<file path="src/rtl/qdiv_arbiter_if.sv">
// qdiv_arbiter_if
// Bundles the request, response and divider handshake signals of qdiv_arbiter.
//   req_valid/req_ready        : per-requester valid and one-hot grant
//   req_dividend/req_divisor   : flattened operands, requester i at [i*W +: W]
//   resp_valid/resp_ready      : response handshake
//   resp_id/resp_quotient/resp_divzero : tagged sign-magnitude Q15 result
//   div_dividend/div_divisor/div_start : operands and start pulse to the divider
//   div_quotient/div_complete  : divider result and idle/result-valid flag
// Modport slave is the arbiter's view; master is the environment's view.
interface qdiv_arbiter_if #(
    parameter int NREQ = 4,
    parameter int W    = 32,
    parameter int IDW  = $clog2(NREQ)
);
    logic [NREQ-1:0]   req_valid;
    logic [NREQ-1:0]   req_ready;
    logic [NREQ*W-1:0] req_dividend;
    logic [NREQ*W-1:0] req_divisor;
    logic              resp_valid;
    logic              resp_ready;
    logic [IDW-1:0]    resp_id;
    logic [W-1:0]      resp_quotient;
    logic              resp_divzero;
    logic [W-1:0]      div_dividend;
    logic [W-1:0]      div_divisor;
    logic              div_start;
    logic [W-1:0]      div_quotient;
    logic              div_complete;

    modport slave (
        input  req_valid, req_dividend, req_divisor, resp_ready, div_quotient, div_complete,
        output req_ready, resp_valid, resp_id, resp_quotient, resp_divzero,
               div_dividend, div_divisor, div_start
    );

    modport master (
        output req_valid, req_dividend, req_divisor, resp_ready, div_quotient, div_complete,
        input  req_ready, resp_valid, resp_id, resp_quotient, resp_divzero,
               div_dividend, div_divisor, div_start
    );
endinterface

</file>
<file path="src/rtl/qdiv_arbiter.sv">
// qdiv_arbiter
// Round-robin arbiter and sequencer sharing one multi-cycle sign-magnitude
// fixed-point divider among NREQ requesters. One request is accepted at a time,
// its operands are latched and sent to the divider, and the quotient is returned
// tagged with the requester index.
// Ports:
//   clk  : clock, rising edge
//   rst  : synchronous active-high reset
//   bus  : qdiv_arbiter_if.slave (request, response and divider channels)
// Optional build macro QDIV_ARB_DIVZERO_EN: a zero-magnitude divisor bypasses
// the divider and returns a saturated quotient with resp_divzero=1.
module qdiv_arbiter #(
    parameter int NREQ = 4,
    parameter int W    = 32,
    parameter int IDW  = $clog2(NREQ)
) (
    input  logic           clk,
    input  logic           rst,
    qdiv_arbiter_if.slave  bus
);

    typedef enum logic [2:0] {IDLE, ISSUE, WAIT_LOW, WAIT_HIGH, RESP} state_t;

    state_t          state;
    logic [IDW-1:0]  last_grant;
    logic [IDW-1:0]  win_idx;
    logic            win_found;
    logic [NREQ-1:0] grant;
    logic [W-1:0]    sel_dividend;
    logic [W-1:0]    sel_divisor;

    logic            resp_valid_r;
    logic [IDW-1:0]  resp_id_r;
    logic [W-1:0]    resp_quotient_r;
    logic            div_start_r;
    logic [W-1:0]    div_dividend_r;
    logic [W-1:0]    div_divisor_r;

`ifdef QDIV_ARB_DIVZERO_EN
    logic            resp_divzero_r;

    // Saturated magnitude with the quotient's sign.
    function automatic logic [W-1:0] divzero_quotient(input logic dvd_sign, input logic dvs_sign);
        return {dvd_sign ^ dvs_sign, {(W-1){1'b1}}};
    endfunction
`endif

    // Rotating-priority search starting just after the last accepted requester.
    always_comb begin
        logic [IDW:0] pos;
        win_found = 1'b0;
        win_idx   = '0;
        pos       = '0;
        for (int i = 1; i <= NREQ; i++) begin
            pos = {1'b0, last_grant} + (IDW+1)'(i);
            if (pos >= (IDW+1)'(NREQ)) pos = pos - (IDW+1)'(NREQ);
            if (!win_found && bus.req_valid[pos[IDW-1:0]]) begin
                win_found = 1'b1;
                win_idx   = pos[IDW-1:0];
            end
        end
    end

    // Grant only when the divider is idle so a start never hits a busy divider;
    // rst masks the grant so a handshake coinciding with reset is not seen.
    always_comb begin
        grant = '0;
        if (state == IDLE && bus.div_complete && win_found && !rst) grant[win_idx] = 1'b1;
    end

    always_comb begin
        sel_dividend = '0;
        sel_divisor  = '0;
        for (int i = 0; i < NREQ; i++) begin
            if (win_idx == IDW'(i)) begin
                sel_dividend = bus.req_dividend[i*W +: W];
                sel_divisor  = bus.req_divisor[i*W +: W];
            end
        end
    end

    always_ff @(posedge clk) begin
        if (rst) begin
            state           <= IDLE;
            last_grant      <= IDW'(NREQ-1);
            resp_valid_r    <= 1'b0;
            resp_id_r       <= '0;
            resp_quotient_r <= '0;
            div_start_r     <= 1'b0;
            div_dividend_r  <= '0;
            div_divisor_r   <= '0;
`ifdef QDIV_ARB_DIVZERO_EN
            resp_divzero_r  <= 1'b0;
`endif
        end else begin
            div_start_r <= 1'b0;
            case (state)
                IDLE: begin
                    if (|grant) begin
                        last_grant     <= win_idx;
                        resp_id_r      <= win_idx;
                        div_dividend_r <= sel_dividend;
                        div_divisor_r  <= sel_divisor;
`ifdef QDIV_ARB_DIVZERO_EN
                        if (sel_divisor[W-2:0] == '0) begin
                            state           <= RESP;
                            resp_valid_r    <= 1'b1;
                            resp_quotient_r <= divzero_quotient(sel_dividend[W-1], sel_divisor[W-1]);
                            resp_divzero_r  <= 1'b1;
                        end else begin
                            state          <= ISSUE;
                            div_start_r    <= 1'b1;
                            resp_divzero_r <= 1'b0;
                        end
`else
                        state       <= ISSUE;
                        div_start_r <= 1'b1;
`endif
                    end
                end
                // Start pulse is on the wire this cycle; the divider drops complete next.
                ISSUE: state <= WAIT_LOW;
                WAIT_LOW: begin
                    if (!bus.div_complete) state <= WAIT_HIGH;
                end
                WAIT_HIGH: begin
                    if (bus.div_complete) begin
                        resp_quotient_r <= bus.div_quotient;
                        resp_valid_r    <= 1'b1;
                        state           <= RESP;
                    end
                end
                RESP: begin
                    if (bus.resp_ready) begin
                        resp_valid_r <= 1'b0;
                        state        <= IDLE;
                    end
                end
                default: state <= IDLE;
            endcase
        end
    end

    assign bus.req_ready     = grant;
    assign bus.resp_valid    = resp_valid_r;
    assign bus.resp_id       = resp_id_r;
    assign bus.resp_quotient = resp_quotient_r;
    assign bus.div_start     = div_start_r;
    assign bus.div_dividend  = div_dividend_r;
    assign bus.div_divisor   = div_divisor_r;
`ifdef QDIV_ARB_DIVZERO_EN
    assign bus.resp_divzero  = resp_divzero_r;
`else
    assign bus.resp_divzero  = 1'b0;
`endif

endmodule

</file>
<file path="src/flat_wrapper.sv">
// flat-port wrapper written by rule: the top's interface ports become plain ports
module qdiv_arbiter_flat 
#(
    parameter int NREQ = 4,
    parameter int W    = 32,
    parameter int IDW  = $clog2(NREQ)
)
  (clk, rst, bus_req_valid, bus_req_dividend, bus_req_divisor, bus_resp_ready, bus_div_quotient, bus_div_complete, bus_req_ready, bus_resp_valid, bus_resp_id, bus_resp_quotient, bus_resp_divzero, bus_div_dividend, bus_div_divisor, bus_div_start);
  qdiv_arbiter_if #(.NREQ(NREQ), .W(W), .IDW(IDW)) bus_i ();
  input  logic clk;
  input  logic rst;
  input wire logic [$bits(bus_i.req_valid)-1:0] bus_req_valid;
  input wire logic [$bits(bus_i.req_dividend)-1:0] bus_req_dividend;
  input wire logic [$bits(bus_i.req_divisor)-1:0] bus_req_divisor;
  input wire logic [$bits(bus_i.resp_ready)-1:0] bus_resp_ready;
  input wire logic [$bits(bus_i.div_quotient)-1:0] bus_div_quotient;
  input wire logic [$bits(bus_i.div_complete)-1:0] bus_div_complete;
  output wire logic [$bits(bus_i.req_ready)-1:0] bus_req_ready;
  output wire logic [$bits(bus_i.resp_valid)-1:0] bus_resp_valid;
  output wire logic [$bits(bus_i.resp_id)-1:0] bus_resp_id;
  output wire logic [$bits(bus_i.resp_quotient)-1:0] bus_resp_quotient;
  output wire logic [$bits(bus_i.resp_divzero)-1:0] bus_resp_divzero;
  output wire logic [$bits(bus_i.div_dividend)-1:0] bus_div_dividend;
  output wire logic [$bits(bus_i.div_divisor)-1:0] bus_div_divisor;
  output wire logic [$bits(bus_i.div_start)-1:0] bus_div_start;
  assign bus_i.req_valid = bus_req_valid;
  assign bus_i.req_dividend = bus_req_dividend;
  assign bus_i.req_divisor = bus_req_divisor;
  assign bus_i.resp_ready = bus_resp_ready;
  assign bus_i.div_quotient = bus_div_quotient;
  assign bus_i.div_complete = bus_div_complete;
  assign bus_req_ready = bus_i.req_ready;
  assign bus_resp_valid = bus_i.resp_valid;
  assign bus_resp_id = bus_i.resp_id;
  assign bus_resp_quotient = bus_i.resp_quotient;
  assign bus_resp_divzero = bus_i.resp_divzero;
  assign bus_div_dividend = bus_i.div_dividend;
  assign bus_div_divisor = bus_i.div_divisor;
  assign bus_div_start = bus_i.div_start;
  qdiv_arbiter #(.NREQ(NREQ), .W(W), .IDW(IDW)) u_core (.clk(clk), .rst(rst), .bus(bus_i));
endmodule
</file>
<file path="config.mk">
export PLATFORM = sky130hd
export DESIGN_NAME = qdiv_arbiter_flat
export DESIGN_NICKNAME = d
export VERILOG_FILES = /design/src/rtl/qdiv_arbiter_if.sv /design/src/rtl/qdiv_arbiter.sv /design/src/flat_wrapper.sv
export SDC_FILE = /design/constraint.sdc
export NUM_CORES = 1
export LEC_CHECK = 0
export CORE_AREA = 2 2 157 159
export CTS_BUF_LIST = sky130_fd_sc_hd__clkbuf_8
export CTS_CLUSTER_DIAMETER = 50
export DETAILED_ROUTE_END_ITERATION = 8
export DIE_AREA = 0 0 159 161
export PLACE_DENSITY_LB_ADDON = 0.08
export SLEW_MARGIN = 30
export SYNTH_ARGS = -nofsm -noshare
export SYNTH_HDL_FRONTEND = slang
export SYNTH_SLANG_ARGS = --single-unit
</file>
<file path="constraint.sdc">
create_clock -name clk -period 2.6 [get_ports clk]
set_input_delay 0.39 -clock clk [delete_from_list [all_inputs] [get_ports clk]]
set_output_delay 0.39 -clock clk [all_outputs]
set_load 0.05 [all_outputs]
</file>
**After elaboration in Yosys (flattened, before gate mapping)**

Cells that the tools add are included.

- Bits of input ports: 296
- Output and inout bits: 105
- Register bits after elaboration: 105

- Add/subtract/negate cells: 8
- Eq/ne operators: 11
- Bitwise logic cells: 1
- Order comparisons: 10
- Reduce and logical (&&, ||, !) cells: 20
- Mux-type cells: 40

Operators with widths:

| operator | number |
|---|---|
| $mux 32 | 8 |
| $mux 2 | 8 |
| $lt 2x3->1 const B | 5 |
| $pmux 3 s5 | 1 |
| $ge 3x3->1 const B | 4 |
| $mux 1 | 12 |
| $mux 3 | 4 |
| $bmux 1 s2 | 4 |
| $ne 2x2->1 const B | 4 |
| $sub 2x1->2 const B | 4 |
| $logic_and 1x1->1 | 7 |
| $add 2x2->3 const B | 2 |
| $eq 3x2->1 const B | 2 |
| $eq 2x2->1 const B | 2 |
| $logic_not 1->1 | 4 |
| $mux 4 | 1 |
| $reduce_and 2->1 | 2 |
| $reduce_and 4->1 | 1 |
| $reduce_or 4->1 | 1 |
| $add 2x1->3 const B | 1 |
| $add 2x3->3 const B | 1 |
| $eq 3x1->1 const B | 1 |
| $eq 3x3->1 const B | 1 |
| $logic_not 3->1 | 1 |
| 9 further kinds | 9 |

**Longest topological paths before layout**

Gate-level depths: netlist of run 1.

- Depth after elaboration: 23
- Mapped depth: 8
- Gate-level depth less buffers: 5

**Worst setup path before layout of run 1**

OpenSTA, ideal clock, no wires.

- Path kind: input -> output
- Start: input rst
- End: output bus_req_ready[2]
- Arrival: 2216 ps
- Path slack: -6 ps
- Stages on the path: 7
- Required time: 2210 ps
- Path buffers: 2
- Cell sequence: clkbuf_1 > nor2_1 > o2111ai_4 > inv_2 > buf_1 > nand2_1 > nor2_1

- Cells in the longest elaborated chain, start to end: 3

Ends and longest elaborated chain:

| what | RTL line | source |
|---|---|---|
| start: declaration | flat_wrapper.sv:11 | `input logic rst;` |
| $logic_not 1->1 | qdiv_arbiter.sv:68 | `if (state == IDLE && bus.div_complete && win_found && !rst) grant[win_idx] = 1'b1;` |
| $logic_and 1x1->1 | qdiv_arbiter.sv:68 |  |
| $mux 4 | qdiv_arbiter.sv:68 |  |
| end: declaration | flat_wrapper.sv:18 | `output wire logic [$bits(bus_i.req_ready)-1:0] bus_req_ready;` |

Every way passes these cells.

**Worst setup path in the final report of run 1**

- Start: input bus_req_valid[3]
- End: output bus_req_ready[3]

- Cells in the longest elaborated chain, start to end: 17
- Elaborated cells on any way between the ends: 30

Ends and longest elaborated chain:

| what | RTL line | source |
|---|---|---|
| start: declaration | flat_wrapper.sv:12 | `input wire logic [$bits(bus_i.req_valid)-1:0] bus_req_valid;` |
| $bmux 1 s2 | qdiv_arbiter.sv:57 | `if (!win_found && bus.req_valid[pos[IDW-1:0]]) begin` |
| $mux 1 (implied by the code) | qdiv_arbiter.sv:57 |  |
| $mux 1 | qdiv_arbiter.sv:57 |  |
| $logic_not 1->1 | qdiv_arbiter.sv:57 |  |
| $logic_and 1x1->1 | qdiv_arbiter.sv:57 |  |
| $mux 1 | qdiv_arbiter.sv:57 |  |
| $logic_not 1->1 | qdiv_arbiter.sv:57 |  |
| $logic_and 1x1->1 | qdiv_arbiter.sv:57 |  |
| $mux 1 | qdiv_arbiter.sv:57 |  |
| $logic_not 1->1 | qdiv_arbiter.sv:57 |  |
| $logic_and 1x1->1 | qdiv_arbiter.sv:57 |  |
| $mux 2 | qdiv_arbiter.sv:57 |  |
| $lt 2x3->1 (implied by the code) or $ge 2x1->1 (tied branches) | qdiv_arbiter.sv:68 |  |
| $logic_and 1x1->1 (implied by the code) | qdiv_arbiter.sv:68 |  |
| $mux 1 (implied by the code) | qdiv_arbiter.sv:68 |  |
| $demux 1 s2 | -- |  |
| $mux 4 (*) | qdiv_arbiter.sv:68 |  |

Mark *: on every way between the ends. The rest lies on a longest branch, timed or not. The select of a mux whose other input is x is not followed.

==> results of run 1 <==
[metal layers]
layer  GRT usage  wire length, µm  up-vias
met4      0.0492              350        0
met5           0                0        -
li1            -                -     3466
met1       0.228            10700     3113
met3      0.0634             2230       20
met2       0.344            12500      267
[through the flow]
stage	TNS [ns]	setup slack (ns)	cell area (µm²)	hold slack [ns]	power, mW
finish	0	0.130	10500	0.344	5.00
global route	0	0.0469	10500	0.354	5.27
CTS	0	0.00314	10500	0.320	5.09
detailed placement	0	0.00643	10300	0.446	3.93
global placement	-0.0000826	-0.0000826	10300	0.442	3.93
floorplan	-0.0129	-0.00644	5790	0.469	2.94
[area by class of cell]
class / count / share of cell area
sequential: 105 / 0.201
inverter: 14 / 0.00502
clock inverter: 7 / 0.00848
clock buffer: 9 / 0.0118
timing repair buffer: 431 / 0.416
tap: 324 / 0.0387
multi-input combinational: 589 / 0.319
[power by group]
| group | internal, mW | switching, mW | total, mW |
|---|---|---|---|
| clock | 0.399 | 0.725 | 1.12 |
| sequential | 1.74 | 0.0675 | 1.81 |
| combinational | 0.969 | 1.10 | 2.06 |
[path summary, 6_finish.rpt]
check | startpoint | to | depth (start not counted)
setup / recovery | bus_req_valid[3] | bus_req_ready[3] | 7
setup reg to reg | u_core.last_grant[0] | u_core.bus.div_dividend[21] | 5
hold reg to reg | u_core.bus.resp_quotient[6] | u_core.bus.resp_quotient[6] | 2
hold / removal | rst | u_core.state[0] | 3
[timing repair]
item | in CTS | in global routing
buffers inserted | 0 | 0
setup endpoints to repair | 0 | 2
resized for setup | 0 | 3
hold buffers | 0 | 0
[worst max-delay path: stages]
cell and delay [ns]:
clkdlybuf4s50_1 0.48, or2_2 0.42, o2111ai_4 0.25, inv_2 0.11, nand2_1 0.16, nor2_1 0.10, buf_12 0.16
[cells by family after synthesis]
kind of cell | Yosys count
AND/OR/NAND/NOR | 407
buffers and inverters | 84
multiplexers | 9
AO/OA/AOI/OAI | 172
flip-flops | 105
other | 1
[layout by cell type (no fill, tap or decap), types with 2 or more instances in the layout]
| cell type | count |
|---|---|
| a222oi_1 | 4 |
| o21ai_1 | 16 |
| nand2b_1 | 12 |
| nor2b_1 | 5 |
| buf_12 | 11 |
| a22oi_1 | 8 |
| buf_4 | 26 |
| clkinv_8 | 2 |
| clkbuf_8 | 9 |
| mux2_4 | 4 |
| nor2_1 | 22 |
| o221ai_1 | 14 |
| nand3b_1 | 29 |
| inv_1 | 13 |
| nand2_1 | 220 |
| nor3b_1 | 30 |
| dfxtp_1 | 105 |
| mux2_2 | 5 |
| a32oi_1 | 9 |
| a31o_1 | 4 |
| inv_6 | 2 |
| and3_1 | 14 |
| nand3_1 | 62 |
| o2111a_1 | 9 |
| o211ai_1 | 6 |
| inv_8 | 2 |
| o21ai_0 | 16 |
| o32ai_1 | 2 |
| clkdlybuf4s50_1 | 394 |
| or2_2 | 4 |
| a21oi_1 | 46 |
| a31o_2 | 26 |
[state kept, by name (all words and copies together), names as in the netlist]
register	count
u_core.bus.div_divisor	32
u_core.bus.resp_valid	1
u_core.bus.resp_id	2
u_core.bus.resp_quotient	32
u_core.state	3
u_core.last_grant	2
u_core.bus.div_dividend	32
u_core.bus.div_start	1
==> flow_summary.json, run 1 <==
{
  "fill_cells": 2545,
  "synth_fa_ha_area_frac": 0,
  "hp-class": "in2reg",
  "grt_max_degree": 79,
  "synth_edf_count": 0,
  "final_layout_size_suffix_gt1_frac": 0.0892,
  "rows": 57,
  "setup.worst_path.end_class": "output port",
  "detailed_place_hpwl_mm": 19.1,
  "ys.flop_type": "dfxtp_1",
  "cp_data_arrival_time_ns": 2.08,
  "grt_pass1_wl_mm": 39.0,
  "tritoncts": "done",
  "dpl.cell_count": 1463,
  "cts_buffer_depth": 2,
  "synthXorXnorAreaFrac": 0,
  "die_area_um2": 25600,
  "critPathMaxFanout": 7,
  "synth-async-reset-ratio": 0,
  "diodes": 0,
  "area_growth_syn_to_layout_pct": 80.9,
  "cp-start-kind": "input pin",
  "r2r_setup_slack_ns": 0.55,
  "yosysSeqAreaShare": 0.363,
  "drv_slew": 0,
  "leakage_nw": 3.86,
  "rsz0062_at_grt": "no",
  "numCtsBuffers": 9,
  "h-tree-depth": 3,
  "yosysTopAreaCell": "dfxtp_1",
  "vias": 6866,
  "ant_nets": 0,
  "globalplace.congestion": 0.821,
  "ys_top_cells_by_area": "dfxtp_1 (36%), nand2_1 (14%), nand3_1 (5.4%)",
  "via_per_inst": 4.64,
  "io_buffers": 399,
  "wl_mm": 25.8,
  "start_util": 0.242,
  "die_y_um": 161,
  "antenna_found_initial": 0,
  "cts_root_buf": "clkbuf_8",
  "nets": 1446,
  "power_density_nw_per_um2": 477,
  "yosys.area_share.simple": 0.337,
  "multi_input_area_um2": 3350,
  "period_share": 0.950,
  "max_slew.worst_pin.slew_ns": 0.793,
  "path_class": "in2out",
  "ios": 401,
  "synthMuxAreaShare": 0.0201,
  "synthCells": 778,
  "synth.most_common_cell": "nand2_1",
  "synth_top_family_by_area": "simple AND/OR/NAND/NOR gates",
  "drt-initial-drc-count": 404,
  "ir_drop_uv": 241,
  "clk_latency_ns": 0.39,
  "yosys_warnings": 0,
  "regArea_um2": 2100,
  "finalSetupViolCount": 0,
  "max-slew-margin-rel": 0.471,
  "instances_no_fill": 1479,
  "synth_commonest_cells": "nand2_1 (220), dfxtp_1 (105), nand3_1 (62)",
  "syn-mean-instance-area_um2": 7.45,
  "synth_cell_types": 50,
  "cts.sinks": 105,
  "synth_compound_area_frac": 0.215,
  "path_clk_slew_ns": 0.12,
  "syn-cell-area_um2": 5790,
  "overflow": 0,
  "die_w_um": 159,
  "core-area_um2": 24000,
  "grt_pass1_vias": 6773,
  "drc": 0,
  "synth_nets": 1074,
  "maxCapViolCount": 0,
  "status": "complete, no violations",
  "first_pass_iters": 7,
  "cp.required_ns": 2.21,
  "netlist.area_leader.share": 0.363,
  "final_core_util": 0.437,
  "wl_per_cell_um": 17.4,
  "track_usage": 0.194,
  "ys_ff_latch": 105,
  "finalCriticalPeriod_ns": 2.47,
  "clock_skew_ns": 0.0138,
  "hold_viol_final": 0,
  "achievable-frequency_mhz": 405
}
Power figures use the tool's default switching activity.
==> run 2, diff against run 1 <==
- REMOVE_ABC_BUFFERS: not set -> 1
==> flow_summary.json, run 2 (synthesis results as in run 1) <==
{
  "leakage_nw": 3.91,
  "nets": 1453,
  "grt_pass1_wl_mm": 38.9,
  "instances_no_fill": 1487,
  "max-slew-margin-rel": 0.556,
  "critical_path.max_stage_delay_ns": 0.44,
  "fill_cells": 2508,
  "clkPwrFrac": 0.226,
  "worstRegToRegCells": 6,
  "cp_data_arrival_time_ns": 2.11,
  "hp-class": "in2reg",
  "area_growth_syn_to_layout_pct": 82.8,
  "hold_start": "rst",
  "hold_viol_final": 0,
  "grt_pass1_vias": 6646,
  "drc": 0,
  "path_clk_slew_ns": 0.11,
  "die_y_um": 161,
  "setup.worst_path.end_class": "output port",
  "grt-busiest-layer": "met2",
  "mostFrequentLayoutCell": "clkdlybuf4s50_1",
  "cts.sinks": 105,
  "via_per_inst": 4.62,
  "cts_buffer_depth": 2,
  "start_util": 0.242,
  "dpl-instance-area_um2": 10300,
  "r2r-start": "u_core.last_grant[1]",
  "maxCapViolCount": 0,
  "ios": 401,
  "die_w_um": 159,
  "hold_slack_ns": 0.366,
  "antenna_found_initial": 1,
  "whs_endpoint": "u_core.state[0]",
  "drt-initial-drc-count": 341,
  "crit_cells": 7,
  "vias": 6863,
  "use_met2": 0.341,
  "use_met3": 0.0668,
  "achievable-frequency_mhz": 401,
  "dpl.cell_count": 1468,
  "finalCriticalPeriod_ns": 2.50,
  "die_area_um2": 25600,
  "critPathMaxFanout": 9,
  "internal_power_mw": 3.20,
  "detailed_place_hpwl_mm": 19.5,
  "track_usage": 0.196,
  "io_buffers": 399,
  "finalSetupViolCount": 0,
  "final_area_um2": 10600,
  "core-area_um2": 24000,
  "rsz0062_at_grt": "no",
  "wl_mm": 26.2,
  "path_class": "in2out",
  "final_layout_size_suffix_gt1_frac": 0.0947,
  "numCtsBuffers": 9,
  "p_sw_mw": 1.85,
  "cp-start-kind": "input pin",
  "status": "complete, no violations",
  "overflow": 0,
  "grtUsageMet1": 0.227,
  "rows": 57,
  "holdBufCountCts": 0,
  "period_share": 0.960,
  "rr_endpoint": "u_core.bus.div_dividend[23]",
  "sequentialPowerShare": 0.358,
  "final_cell_mix": "clkdlybuf4s50_1 (394), nand2_1 (220), dfxtp_1 (105)",
  "wl_per_cell_um": 17.6,
  "critPathTopFamily": "buffers and inverters",
  "crit_slowest_cell": "clkdlybuf4s50_1",
  "power_density_nw_per_um2": 477,
  "grt_max_degree": 108,
  "p_sw_frac": 0.367,
  "final_core_util": 0.442,
  "clock_skew_ns": 0.0154,
  "path_buf_inv": 4,
  "tritoncts": "done",
  "cp.required_ns": 2.21,
  "drv_slew": 0,
  "r2r_setup_slack_ns": 0.40,
  "clk_latency_ns": 0.39,
  "holdPathStages": 3,
  "globalplace.congestion": 0.816,
  "h-tree-depth": 3,
  "cp_cell_sequence": "clkdlybuf4s50_1 -> or2_2 -> o2111ai_4 -> inv_2 -> nand2_1 -> inv_1 -> buf_12",
  "first_pass_iters": 4,
  "max_slew.worst_pin.slew_ns": 0.666,
  "power_frac_comb": 0.416,
  "ant_nets": 0,
  "cts_root_buf": "clkbuf_8",
  "power.total_mw": 5.05,
  "ir_drop_uv": 189
}
-- run 2: cell types whose count changed in the layout (fill, tap and decap cells not counted), sizes merged --
cell / delta
diode: +1
bufinv: +1
buf: +6
clkinvlp: +1
inv: -2
o311a: +1
-- run 2: power groups by stage --
stage / clock, mW / sequential [mW] / combinational (mW)
global route: 1.25 / 1.83 / 2.24
finish: 1.14 / 1.81 / 2.10
CTS: 1.21 / 1.81 / 2.12
global placement: 0 / 1.84 / 2.11
floorplan: 0 / 2.29 / 0.602
detailed placement: 0 / 1.85 / 2.10
-- run 2: cell type report --
class	instances	area (µm²)	share of cell area
inverter	14	52.6	0.00496
timing repair buffer	437	4450	0.421
clock inverter	7	86.3	0.00815
antenna	1	2.50	0.000236
sequential	105	2100	0.199
multi-input combinational	590	3360	0.317
tap	324	405	0.0383
clock buffer	9	124	0.0117
-- run 2: through the flow --
stage	TNS (ns)	setup slack, ns
after floorplan	-85.25	-1.57
after CTS	0	0.0732
after detailed placement	-0.138	-0.0736
after global placement	-0.0753	-0.0380
final	0	0.105
after global routing	0	0.0152
-- run 2: layer usage --
metal	vias to the layer above	routed length, µm
li1	3490	-
met5	-	0
met3	30	2370
met1	3075	10700
met2	268	12600
met4	0	586
-- run 2: worst max path at each step --
stage	start	endpoint	slack, ns
2_1_floorplan	u_core.last_grant[1]	u_core.bus.div_divisor[0]	-1.57
3_3_place_gp	bus_req_valid[1]	bus_req_ready[2]	-0.04
3_5_place_dp	bus_req_valid[1]	bus_req_ready[3]	-0.07
4_1_cts	bus_req_valid[3]	bus_req_ready[3]	0.07
5_1_grt	bus_req_valid[1]	bus_req_ready[3]	0.02
6_report	bus_req_valid[3]	bus_req_ready[0]	0.10
-- run 2: what timing repair did --
item                       4_1_cts  5_1_grt
gates cloned                     1        0
setup endpoints to repair        2        2
pin swaps                        1        0
buffers inserted                 1        0
gates resized for setup          1        3
-- run 2: worst register-to-register path, stage by stage (launching register included) --
cell	delay [ns]
dfxtp_1	0.53
inv_1	0.23
o311a_4	0.44
buf_4	0.24
mux2_4	0.32
a222oi_1	0.24
o21ai_1	0.09
==> run 3, diff against run 2 <==
- SKIP_LAST_GASP: not set -> 1
==> results of run 3 <==
The final DEF is identical to that of run 2; final timing and power are the same.
